[config.mk]
export PLATFORM = sky130hd
export DESIGN_NAME = traffic_fsm
export DESIGN_NICKNAME = d
export VERILOG_FILES = /design/src/rtl/traffic_pkg.sv /design/src/rtl/traffic_fsm_phase_timer.sv /design/src/rtl/traffic_fsm.sv
export SDC_FILE = /design/constraint.sdc
export NUM_CORES = 1
export LEC_CHECK = 0
export CORE_ASPECT_RATIO = 0.7
export CORE_MARGIN = 8
export CORE_UTILIZATION = 48
export CTS_CLUSTER_SIZE = 28
export DETAILED_ROUTE_END_ITERATION = 16
export PLACE_DENSITY = 0.73
export SYNTH_ARGS = -nofsm -noshare
export SYNTH_HDL_FRONTEND = slang
export SYNTH_SLANG_ARGS = --single-unit
[constraint.sdc]
create_clock -name clk -period 1.8 [get_ports clk]
set_clock_uncertainty 0.2 [all_clocks]
set_input_delay 0.27 -clock clk [delete_from_list [all_inputs] [get_ports clk]]
set_output_delay 0.27 -clock clk [all_outputs]
set_load 0.01 [all_outputs]
[src/rtl/traffic_pkg.sv]
// Shared definitions for the traffic light controller: phase encoding,
// lamp codes and the phase-timer width.
package traffic_pkg;

    localparam int unsigned CNT_W = 16;

    // Phase codes; values 5..7 are unused and recover to MAIN_GREEN.
    typedef enum logic [2:0] {
        MAIN_GREEN  = 3'd0,
        MAIN_YELLOW = 3'd1,
        WALK        = 3'd2,
        SIDE_GREEN  = 3'd3,
        SIDE_YELLOW = 3'd4
    } state_e;

    // Lamp bundles are {R,Y,G}, one-hot.
    localparam logic [2:0] LAMP_R = 3'b100;
    localparam logic [2:0] LAMP_Y = 3'b010;
    localparam logic [2:0] LAMP_G = 3'b001;

endpackage

[src/rtl/traffic_fsm_phase_timer.sv]
// Loadable down-counter timing each phase. Holds at zero until reloaded.
module phase_timer
    import traffic_pkg::*;
#(
    parameter logic [CNT_W-1:0] RST_VAL = '0
) (
    input  logic             clk,
    input  logic             rst_n,
    input  logic             load,
    input  logic [CNT_W-1:0] load_val,
    output logic             zero
);

    logic [CNT_W-1:0] cnt_q;
    logic [CNT_W-1:0] cnt_d;

    // Next count: load wins, otherwise count down and stop at zero.
    always_comb begin
        cnt_d = cnt_q;
        if (load) begin
            cnt_d = load_val;
        end else if (cnt_q != '0) begin
            cnt_d = cnt_q - 1'b1;
        end
    end

    // Counter register; reset value is the first phase's duration minus one.
    always_ff @(posedge clk or negedge rst_n) begin
        if (!rst_n) begin
            cnt_q <= RST_VAL;
        end else begin
            cnt_q <= cnt_d;
        end
    end

    assign zero = (cnt_q == '0);

endmodule

[src/rtl/traffic_fsm.sv]
// Traffic intersection controller: main/side road lamps, optional
// pedestrian walk phase and a one-shot green extension on side-road demand.
module traffic_fsm
    import traffic_pkg::*;
#(
    parameter int unsigned T_BASE = 6,
    parameter int unsigned T_EXT  = 3,
    parameter int unsigned T_YEL  = 2
) (
    input  logic       clk,
    input  logic       reset,
    input  logic       pendingWalk,
    input  logic       sensor,
    output logic [2:0] main_light,
    output logic [2:0] side_light,
    output logic       walk_lamp,
    output logic       reset_by_fsm,
    output logic [2:0] phase
);

    localparam logic [CNT_W-1:0] BASE_M1 = CNT_W'(T_BASE - 1);
    localparam logic [CNT_W-1:0] EXT_M1  = CNT_W'(T_EXT - 1);
    localparam logic [CNT_W-1:0] YEL_M1  = CNT_W'(T_YEL - 1);

    state_e           state_q, state_d;
    logic             ext_q, ext_d;
    logic             rbf_q, rbf_d;
    logic             load;
    logic [CNT_W-1:0] load_val;
    logic             timer_zero;

    phase_timer #(
        .RST_VAL (BASE_M1)
    ) u_timer (
        .clk      (clk),
        .rst_n    (reset),
        .load     (load),
        .load_val (load_val),
        .zero     (timer_zero)
    );

    // Next-state, timer reload and extension flag; exits happen when the timer is at zero.
    always_comb begin
        state_d  = state_q;
        ext_d    = ext_q;
        load     = 1'b0;
        load_val = '0;
        case (state_q)
            MAIN_GREEN, SIDE_GREEN: begin
                if (timer_zero) begin
                    load = 1'b1;
                    if (sensor && !ext_q) begin
                        load_val = EXT_M1;
                        ext_d    = 1'b1;
                    end else begin
                        load_val = YEL_M1;
                        ext_d    = 1'b0;
                        state_d  = (state_q == MAIN_GREEN) ? MAIN_YELLOW : SIDE_YELLOW;
                    end
                end
            end
            MAIN_YELLOW: begin
                if (timer_zero) begin
                    load = 1'b1;
                    if (pendingWalk) begin
                        state_d  = WALK;
                        load_val = EXT_M1;
                    end else begin
                        state_d  = SIDE_GREEN;
                        load_val = BASE_M1;
                    end
                end
            end
            WALK: begin
                if (timer_zero) begin
                    load     = 1'b1;
                    load_val = BASE_M1;
                    state_d  = SIDE_GREEN;
                end
            end
            SIDE_YELLOW: begin
                if (timer_zero) begin
                    load     = 1'b1;
                    load_val = BASE_M1;
                    state_d  = MAIN_GREEN;
                end
            end
            default: begin
                load     = 1'b1;
                load_val = BASE_M1;
                ext_d    = 1'b0;
                state_d  = MAIN_GREEN;
            end
        endcase
        // Clear pulse registered so it is high exactly in the first WALK cycle.
        rbf_d = (state_d == WALK) && (state_q != WALK);
    end

    // State, extension flag and walk-clear pulse registers.
    always_ff @(posedge clk or negedge reset) begin
        if (!reset) begin
            state_q <= MAIN_GREEN;
            ext_q   <= 1'b0;
            rbf_q   <= 1'b0;
        end else begin
            state_q <= state_d;
            ext_q   <= ext_d;
            rbf_q   <= rbf_d;
        end
    end

    // Moore lamp decode; unknown codes show all-red for their single cycle.
    always_comb begin
        main_light = LAMP_R;
        side_light = LAMP_R;
        walk_lamp  = 1'b0;
        case (state_q)
            MAIN_GREEN:  main_light = LAMP_G;
            MAIN_YELLOW: main_light = LAMP_Y;
            WALK:        walk_lamp  = 1'b1;
            SIDE_GREEN:  side_light = LAMP_G;
            SIDE_YELLOW: side_light = LAMP_Y;
            default: ;
        endcase
    end

    assign reset_by_fsm = rbf_q;
    assign phase        = state_q;

endmodule

Yosys cells after proc, flatten, opt, wreduce, memory -nomap -nowiden
Index checks and enable logic that the tools add are counted.
- output and inout port bits: 11
- bits in registers: 21
- logic and storage cells: 49
- input port bits: 4
- add/subtract/negate cells: 1
- equal/unequal tests: 7
- muxes and demuxes: 24
- reduce and logical (&&, ||, !) cells: 12
- bitwise operators: 1
- operator list (cell ; count):
    $pmux 16 s3 ; 1
    $mux 16 ; 2
    $mux 3 ; 9
    $logic_not 16->1 ; 1
    $reduce_bool 16->1 ; 1
    $sub 16x1->16 const B ; 1
    $pmux 3 s2 ; 2
    $pmux 3 s4 ; 1
    $eq 3x2->1 const B ; 3
    $mux 1 ; 6
    $reduce_or 5->1 ; 1
    $mux 2 ; 2
    $reduce_or 2->1 ; 2
    $eq 3x1->1 const B ; 1
    $eq 3x3->1 const B ; 1
    $logic_not 3->1 ; 1
    $ne 3x2->1 const B ; 1
    $reduce_or 3->1 ; 1
    $logic_and 1x1->1 ; 2
    $ne 2x2->1 const B ; 1
    $pmux 1 s2 ; 1
    $reduce_and 2->1 ; 1
    $reduce_bool 2->1 ; 1
    $logic_not 1->1 ; 1
    $not 1->1 ; 1

Logic depth before layout (Yosys ltp)
Gate-level depths: netlist of run 1.
- word-level depth: 7
- depth in mapped cells: 7

By module
A second synthesis of run 1 with hierarchy kept.
- cell total of the unflattened synthesis: 158
- area total of the unflattened synthesis: 1426.4 µm²
- modules (own cells, without submodules) (module ; instances ; area each (µm²) ; cells each):
    phase_timer ; 1 ; 1008.5 ; 104
    traffic_fsm ; 1 ; 417.9 ; 54

Least setup slack after synthesis of run 1
Ideal clock, no wire load.
- path type: reg-to-output
- start point: register state_q[2] (netlist: phase[2])
- end point: output port side_light[2]
- slack: -0.038 ns
- arrival time: 1.368 ns
- buffers on the path: 1
- stages on the path, launching flop included: 5
- cells stage by stage: dfrtp_1 > clkbuf_1 > inv_1 > nor3_1 > nor2_1
- cells in the longest elaborated chain, start to end: 2
- elaborated cells between the ends (all ways): 3
- classes of those cells: eq/ne (2); mux (1)
- ends and longest elaborated chain (element ; line ; RTL):
    from (decl) ; traffic_fsm.sv:25 ; state_e state_q, state_d;
    from (signal assigned) ; traffic_fsm.sv:106 ; state_q <= state_d;
    $eq 3x3->1 or $eq 3x2->1 (tied branches) ; traffic_fsm.sv:117 ; case (state_q)
    $pmux 3 s2 (*) ; traffic_fsm.sv:117 ;
    to (decl) ; traffic_fsm.sv:15 ; output logic [2:0] side_light,
Mark *: on every way between the ends. The rest lies on a longest branch, timed or not.

Worst setup path in the final report of run 1
- start point: register u_timer.cnt_q[1]
- end point: register state_q[0] (netlist: phase[0])
- cells in the longest elaborated chain, start to end: 3
- elaborated cells between the ends (all ways): 6
- classes of those cells: mux (5); reduce/logical (1)
- ends and longest elaborated chain (element ; line ; RTL):
    from (decl) ; traffic_fsm_phase_timer.sv:14 ; logic [CNT_W-1:0] cnt_q;
    from (signal assigned) ; traffic_fsm_phase_timer.sv:32 ; cnt_q <= cnt_d;
    $logic_not 16->1 (*) ; traffic_fsm_phase_timer.sv:36 ; assign zero = (cnt_q == '0);
    $mux 3 (on tied branches) ; n/a ;
    $pmux 3 s4 (*) ; traffic_fsm.sv:48 ; case (state_q)
    named net state_d[0] ; traffic_fsm.sv:25 ;
Mark *: on every way through the listed nets, which the timed path passes. The rest lies on a longest branch.
A chain may end at the register's enable or synchronous reset.

==> impl_metrics.json, run 1 <==
{
  "antenna_found_initial": 0,
  "cp.required_ns": 1.84,
  "synth_edf_count": 0,
  "netlist_instances": 120,
  "areaGrowthSynthToFinish_pct": 52.16,
  "cts_tree": "yes",
  "finalInstanceArea_um2": 1810,
  "path_clk_slew_ns": 0.14,
  "grt_pass1_vias": 1135,
  "timing.final.crit_share": 1.028,
  "syn-cell-area_um2": 1190,
  "cts_sinks": 21,
  "utilization": 0.7536,
  "path_class": "register to register",
  "port_buffers": 14,
  "drive_above_1_share": 0.5087,
  "grt_setup_unrepaired": "yes",
  "dr_wl_met2_um": 1718,
  "cp_max_fo": 8,
  "reg2reg_depth": 7,
  "violations": "negative setup slack",
  "ant_nets": 0,
  "cp-end-kind": "register",
  "die_y_um": 57.66,
  "htreeDepth": 1,
  "post-route-min-period_ns": 1.850,
  "tightest_slew_ns": 0.3579,
  "start_kind": "register",
  "grt_util_all_layers": 0.1642,
  "slew_violations": 0,
  "viasPerCell": 5.353,
  "synth_top_flop_cell": "dfrtp_1",
  "max-vdd-ir-drop_mv": 0.7019,
  "cts_buffer_depth": 2,
  "drt-total-wl_um": 3429,
  "grt_pass1_wl_um": 5623,
  "place_hpwl_um": 2190,
  "dr_wl_met3_um": 171,
  "dr.pass1.iters": 4,
  "yosys-top-cells-count": "dfrtp_1, nor2_1, xor2_1",
  "nets": 180,
  "seq_area_frac_synth": 0.4437,
  "grt-ovfl-total": 0,
  "coreArea_um2": 2402,
  "rows": 15,
  "total_power_mw": 2.730,
  "die_area_um2": 4354,
  "fmax_ghz": 0.5406,
  "arrival_ns": 1.89,
  "cts-root-buf": "clkbuf_4",
  "max_slew_margin": 0.7584,
  "synthArstFlopShare": 1.000,
  "power_density_nw_per_um2": 1508,
  "gp_congestion": 0.8389,
  "drc": 0,
  "die-width_um": 75.51,
  "first_iter_violations": 50,
  "io_pins": 15,
  "clk-insertion-delay-late_ns": 0.32,
  "place_area_um2": 1575,
  "setup_ws_ns": -0.04964,
  "synth_top_area_frac": 0.3996,
  "setup_viol": 7,
  "wire_per_inst_um": 16.57,
  "p_leak_nw": 0.8047,
  "cts_buffers": 3,
  "ys_ff_latch": 21,
  "via_count": 1108,
  "synth.avg_cell_area_um2": 9.916,
  "hold_viol": 0,
  "grt_max_degree": 22,
  "n_antenna_cell": 0,
  "outcome": "finished, violations left",
  "synthDistinctLibCells": 38,
  "yosys_warnings": 0,
  "hp-class": "input pin to asynchronous set/reset pin",
  "dr.max_layer_used": "met4",
  "drv_cap": 0,
  "ys_top_cells_by_area": "dfrtp_1, xor2_1, nor2_1",
  "initial_core_util": 0.4953,
  "synth_nets": 126,
  "wl_met1_um": 1525,
  "synth_area_leader_cell": "dfrtp_1"
}
==> critical path, stage by stage, from the launching register on <==
cell	delay, ns
dfrtp_1	0.42
inv_2	0.08
ha_4	0.12
nor4b_4	0.23
nand4_4	0.22
buf_6	0.21
o21bai_1	0.16
a21oi_1	0.13
==> power breakdown <==
group / leakage, nW / internal (mW) / switching [mW]
clock network: 0.0177 / 0.0831 / 0.159
logic: 0.537 / 0.821 / 0.706
registers: 0.250 / 0.686 / 0.274
total: 0.805 / 1.59 / 1.14
==> cells in the final DEF, fill, tap and decap left out, types with 4 or more instances in the layout <==
cell	Yosys	final
a21oi_1	6	6
clkdlybuf4s50_1	0	4
nor2_1	19	16
dfrtp_2	0	4
buf_2	1	5
buf_4	0	33
nand2_1	7	5
dfrtp_1	19	15
buf_6	1	8
xor2_1	9	9
==> through the flow <==
stage               instances  setup TNS [ns]  hold WS [ns]  setup slack, ns
floorplan                 120        -0.06867       -0.2256         -0.03532
global placement          193         -0.7847        0.3344          -0.1277
detailed placement        193          -1.714        0.3580          -0.2367
CTS                       204         -0.1456       0.08284         -0.04560
global route              207          -1.437       0.07818          -0.1095
finish                    207         -0.2083       0.07026         -0.04964
==> path summary, 6_finish.rpt <==
check	endpoint	start	slack, ns
worst max-delay path	phase[0]	u_timer.cnt_q[1]	-0.05
worst min-delay path	u_timer.cnt_q[11]	reset	0.07
worst max register to register	phase[0]	u_timer.cnt_q[1]	-0.05
worst min register to register	u_timer.cnt_q[7]	u_timer.cnt_q[7]	0.37
max in group asynchronous	u_timer.cnt_q[0]	reset	1.06
min in group clk	u_timer.cnt_q[7]	u_timer.cnt_q[7]	0.37
==> layout make-up <==
class / count / area, um^2
well taps: 34 / 42.54
clock buffers: 3 / 22.52
multi-input cells: 90 / 760.7
inverters: 4 / 20.02
repair buffers: 54 / 426.7
flip-flops and latches: 21 / 533.0
clock inverters: 1 / 5.005
fillers: 167 / 591.8
==> kinds of logic after synthesis <==
group / count (synthesis) / synth area share
mux: 2 / 0.01893
simple gates: 53 / 0.2766
buf+inv: 9 / 0.03574
flops: 21 / 0.4437
compound gates: 21 / 0.1157
xor+xnor: 12 / 0.08834
fa+ha+maj: 2 / 0.02103
==> per-layer routing <==
layer,up-vias,global-route usage
li1,535,-
met1,540,0.2198
met2,31,0.2601
met3,2,0.04303
met4,0,0.02725
met5,-,0
==> timing repair <==
item / CTS / global route
pin swaps: 3 / 5
setup buffers: 7 / 3
hold buffers: 0 / 0
setup endpoints to repair: 29 / 30
gates resized for setup: 54 / 28
==> flip-flops by register name, summed over array words and instances (netlist names) <==
register,flops
ext_q,1
phase,3
u_timer.cnt_q,16
reset_by_fsm,1
(Power assumes the default switching activity.)
==> inputs of run 2 (changes only) <==
- CORE_MARGIN: 8 -> 5
- GPL_TIMING_DRIVEN: not set -> 0
==> run 2 against run 1 <==
Compared with the run above:
- first-iteration DRC count fell by 2.0%
- design area fell by 3.6%
- critical path type unchanged
- global-route usage rose by 0.22 points
- critical endpoint unchanged
- clock-buffer cell count did not move
- largest power group unchanged
- routed wire length fell by 7.6%
- maximum frequency rose by 0.69%
- the run still ends with negative setup slack left
==> impl_metrics.json, run 2 (synthesis results as in run 1) <==
{
  "outcome": "finished, violations left",
  "violations": "negative setup slack",
  "grt_util_all_layers": 0.1664,
  "fmax_ghz": 0.5444,
  "cts-root-buf": "clkbuf_4",
  "ant_nets": 0,
  "cts_buffers": 3,
  "cp-end-kind": "register",
  "cts_hold_buf": 0,
  "drc": 0,
  "path_class": "register to register",
  "multiInputGateArea_um2": 770.7,
  "clk-insertion-delay-late_ns": 0.31,
  "dr.pass1.iters": 4,
  "timing.final.crit_share": 1.021,
  "port_buffers": 14,
  "grt_max_degree": 22,
  "nets": 168,
  "slew_violations": 0,
  "final_cell_mix": "buf_4, nor2_1, dfrtp_1",
  "die-width_um": 69.51,
  "crit_chain": "nor4b_4 > nand4_4 > buf_6 > o21bai_1 > a21oi_1",
  "setup_viol": 6,
  "cp.required_ns": 1.84,
  "p_leak_nw": 0.7414,
  "max_slew_margin": 0.3828,
  "finalInstanceArea_um2": 1745,
  "path_clk_slew_ns": 0.12,
  "n_fill_cell": 168,
  "die_area_um2": 3591,
  "place_hpwl_um": 1842,
  "drv_cap": 0,
  "layout_commonest_cell": "buf_4",
  "htreeDepth": 1,
  "whs_ns": 0.2600,
  "arrival_ns": 1.88,
  "rows": 15,
  "grt_setup_unrepaired": "yes",
  "largest_register_ffs": 16,
  "power_density_nw_per_um2": 1497,
  "first_iter_violations": 49,
  "cp_max_fo": 5,
  "place_area_um2": 1378,
  "post-route-min-period_ns": 1.837,
  "wire_per_inst_um": 16.25,
  "viasPerCell": 5.513,
  "hp-class": "input pin to asynchronous set/reset pin",
  "io_pins": 15,
  "cts_tree": "yes",
  "grt_pass1_vias": 955,
  "n_antenna_cell": 0,
  "cts_buffer_depth": 2,
  "start_kind": "register",
  "gp_congestion": 0.8204,
  "setup_tns_ns": -0.1031,
  "die_y_um": 51.66,
  "reg2reg_slack_ns": -0.04,
  "setup_ws_ns": -0.03703,
  "total_power_mw": 2.612,
  "drt-total-wl_um": 3168,
  "areaGrowthSynthToFinish_pct": 46.69,
  "cts_sinks": 21,
  "max-vdd-ir-drop_mv": 0.6361,
  "via_count": 1075,
  "grt-ovfl-total": 0,
  "cp_slowest_cell": "dfrtp_2",
  "crit_path_max_incr_delay_ns": 0.50,
  "largest_register": "u_timer.cnt_q",
  "drive_above_1_share": 0.4720,
  "hold_viol": 0,
  "coreArea_um2": 2421,
  "seq_area_um2": 533.0,
  "antenna_found_initial": 0,
  "tightest_slew_ns": 0.9229,
  "grt_pass1_wl_um": 4602,
  "initial_core_util": 0.4915
}
-- run 2: changes by cell type in the layout (fill, tap and decap cells not counted), sizes merged --
| cell | previous run | this run |
|---|---|---|
| clkbuf | 6 | 4 |
| buf | 46 | 36 |
-- run 2: final cells by class --
type	instances	share of cell area
multi-input combinational	90	0.4416
sequential	21	0.3054
timing repair buffer	37	0.1634
buffer	5	0.03369
tap	34	0.02437
inverter	4	0.01577
clock buffer	3	0.01290
clock inverter	1	0.002867
-- run 2: what timing repair did --
item                                    in CTS  in global routing
cloned                                       0                  1
setup buffers                                8                 15
pin swaps                                    3                 15
hold endpoints to repair                     0                  0
resized for setup                           53                 34
endpoints found under the setup margin      29                 24
-- run 2: metrics by stage --
step                      setup WS [ns]  cells  utilization
final                          -0.03703    195       0.7209
after global routing            -0.1067    195       0.7209
after CTS                      -0.06187    180       0.6264
after detailed placement        -0.4553    168       0.5690
after global placement          -0.4408    168       0.5690
after floorplan                -0.03532    120            -
-- run 2: worst paths after layout --
check | end | cells past startpoint | startpoint
min in group clk | u_timer.cnt_q[7] | 2 | u_timer.cnt_q[7]
min | u_timer.cnt_q[10] | 1 | reset
max | phase[0] | 5 | u_timer.cnt_q[3]
max in group asynchronous | phase[1] | 1 | reset
min reg2reg | u_timer.cnt_q[7] | 2 | u_timer.cnt_q[7]
max reg2reg | phase[0] | 5 | u_timer.cnt_q[3]
-- run 2: layer usage --
| metal | track usage | part of all wire |
|---|---|---|
| met5 | 0 | 0 |
| met4 | 0.04870 | 0.012 |
| met3 | 0.04633 | 0.037 |
| met2 | 0.2627 | 0.50 |
| met1 | 0.2248 | 0.45 |
-- run 2: power breakdown --
| group | internal [mW] | switching, mW | total, mW |
|---|---|---|---|
| registers | 0.688 | 0.281 | 0.969 |
| clock network | 0.0832 | 0.149 | 0.232 |
| logic | 0.739 | 0.672 | 1.41 |
-- run 2: worst max-delay path, delay by kind of cell, from the launching register on --
kind                   cells  cell delay [ns]
AO/OA/AOI/OAI              2             0.31
buffers and inverters      1             0.20
flip-flops                 1             0.50
AND/OR/NAND/NOR            2             0.56
==> inputs of run 3 (changes only) <==
- CORE_MARGIN: 5 -> 4
- GPL_TIMING_DRIVEN: 0 -> not set
==> run 3 against run 2 <==
Compared with the run above:
- the flow still finishes with violations (negative setup slack)
- critical endpoint is now main_light[2]
- critical path type is now register to primary output
- register-to-register slack better by 0.03 ns
- clock-buffer cell count did not move
- hold slack got worse by 0.26 ns
- highest routed layer unchanged
- combinational power grew 9%
- first-iteration DRC count fell by 8.2%
- utilization increased by 6.5 points
- via count grew 5.6%
- largest power group unchanged
- sequential power shrank 4.6%
- maximum frequency up 1.0%
==> impl_metrics.json, run 3 (synthesis results as in run 1) <==
{
  "outcome": "finished, violations left",
  "violations": "negative setup slack",
  "grt_setup_unrepaired": "yes",
  "antenna_found_initial": 0,
  "crit_family": "flip-flops",
  "hold_viol": 0,
  "total_power_mw": 2.690,
  "wire_per_inst_um": 16.44,
  "place_hpwl_um": 2145,
  "utilization": 0.7857,
  "die_y_um": 49.66,
  "via_count": 1135,
  "port_buffers": 14,
  "grt_pass1_vias": 1224,
  "largest_register": "u_timer.cnt_q",
  "clk-insertion-delay-late_ns": 0.31,
  "gp_congestion": 0.8183,
  "whs_ns": 0.002875,
  "final_cell_mix": "buf_4, nor2_1, dfrtp_1",
  "start_kind": "register",
  "cp_max_fo": 3,
  "path_class": "register to primary output",
  "max-vdd-ir-drop_mv": 0.8589,
  "drive_above_1_share": 0.4737,
  "cp-end-kind": "primary output",
  "hp-class": "input pin to asynchronous set/reset pin",
  "slew_violations": 0,
  "cts-root-buf": "clkbuf_4",
  "p_leak_nw": 0.7939,
  "tightest_slew_ns": 0.4424,
  "first_iter_violations": 45,
  "cp.required_ns": 1.33,
  "dp_slack_ns": -0.2124,
  "setup_viol": 2,
  "max_slew_margin": 0.7038,
  "fmax_ghz": 0.5499,
  "n_fill_cell": 136,
  "drv_cap": 0,
  "cts_tree": "yes",
  "viasPerCell": 5.591,
  "timing.final.crit_share": 1.010,
  "io_pins": 15,
  "ant_nets": 0,
  "die-width_um": 67.51,
  "grt-ovfl-total": 0,
  "drc": 0,
  "dr.pass1.iters": 4,
  "drt-total-wl_um": 3337,
  "cp_common_cell": "buf_6",
  "htreeDepth": 1,
  "crit_buf_inv": 3,
  "cp_slowest_cell": "dfrtp_2",
  "post-route-min-period_ns": 1.819,
  "largest_register_ffs": 16,
  "layout_commonest_cell": "buf_4",
  "n_antenna_cell": 0,
  "die_area_um2": 3352,
  "cts_sinks": 21,
  "grt_max_degree": 16,
  "arrival_ns": 1.35,
  "grt_util_all_layers": 0.2294,
  "final_cells": 203,
  "path_clk_slew_ns": 0.13,
  "dpl.cell_count": 188,
  "nets": 178,
  "cts_buffers": 3,
  "crit_chain": "buf_6 > buf_6 > or2_4 > buf_6",
  "setup_ws_ns": -0.01855,
  "grt_pass1_wl_um": 5796,
  "cts_buffer_depth": 2,
  "initial_core_util": 0.5266,
  "coreArea_um2": 2260,
  "power_density_nw_per_um2": 1515,
  "rows": 14,
  "crit_path_max_incr_delay_ns": 0.45,
  "areaGrowthSynthToFinish_pct": 49.21
}
run 3: cell types whose count changed in the layout (fill, tap and decap cells not counted), moves of 2 or more:
cell	delta
buf_2	-2
buf_4	+8
buf_6	+2
clkbuf_2	+3
run 3: what timing repair did:
action	CTS	global route
resized for setup	52	20
endpoints found under the setup margin	28	25
buffers inserted	10	2
pin swaps	3	4
hold buffers	0	0
run 3: worst register-to-register path, stage by stage (launching register included):
cell and delay, ns:
dfrtp_1 0.42, inv_2 0.08, ha_4 0.12, nor4b_4 0.22
nand4_4 0.22, nor2_4 0.15, mux2_4 0.31
run 3: final timing paths:
check / start / end / slack, ns / depth (start not counted)
hold / removal: reset / u_timer.cnt_q[3] / 0.003 / 1
max in group asynchronous: reset / phase[0] / 0.88 / 2
setup reg to reg: u_timer.cnt_q[1] / phase[1] / -0.01 / 6
hold reg to reg: u_timer.cnt_q[14] / u_timer.cnt_q[14] / 0.37 / 2
setup / recovery: phase[2] / main_light[2] / -0.02 / 4
min in group clk: u_timer.cnt_q[14] / u_timer.cnt_q[14] / 0.37 / 2
run 3: layer usage:
layer,global-route usage,share of wire,wire length [um]
met1,0.3191,0.45,1500
met3,0.06136,0.062,208
met2,0.3457,0.46,1541
met4,0.06734,0.026,87
met5,0,0,0
run 3: metrics by stage:
step | TNS [ns] | instance area (um^2)
6_report | -0.02938 | 1775
3_3_place_gp | -0.5190 | 1550
5_1_grt | -1.234 | 1775
3_5_place_dp | -1.450 | 1550
2_1_floorplan | -0.06867 | 1195
4_1_cts | -0.1842 | 1712
run 3: cell type report:
class                           count  area (um^2)  share of cell area
Inverter                            4        20.02             0.01128
Multi-Input combinational cell     90        733.2              0.4130
Clock inverter                      1        5.005            0.002819
Sequential cell                    21        531.8              0.2995
Timing Repair Buffer               52        422.9              0.2382
Tap cell                           32        40.04             0.02255
Clock buffer                        3        22.52             0.01269
run 3: power by group:
group          leakage, nW  switching, mW  total, mW  internal (mW)
Combinational        0.525          0.697       1.53          0.835
Clock               0.0177          0.151      0.234         0.0830
Sequential           0.252          0.241      0.924          0.683
Total                0.794           1.09       2.69           1.60
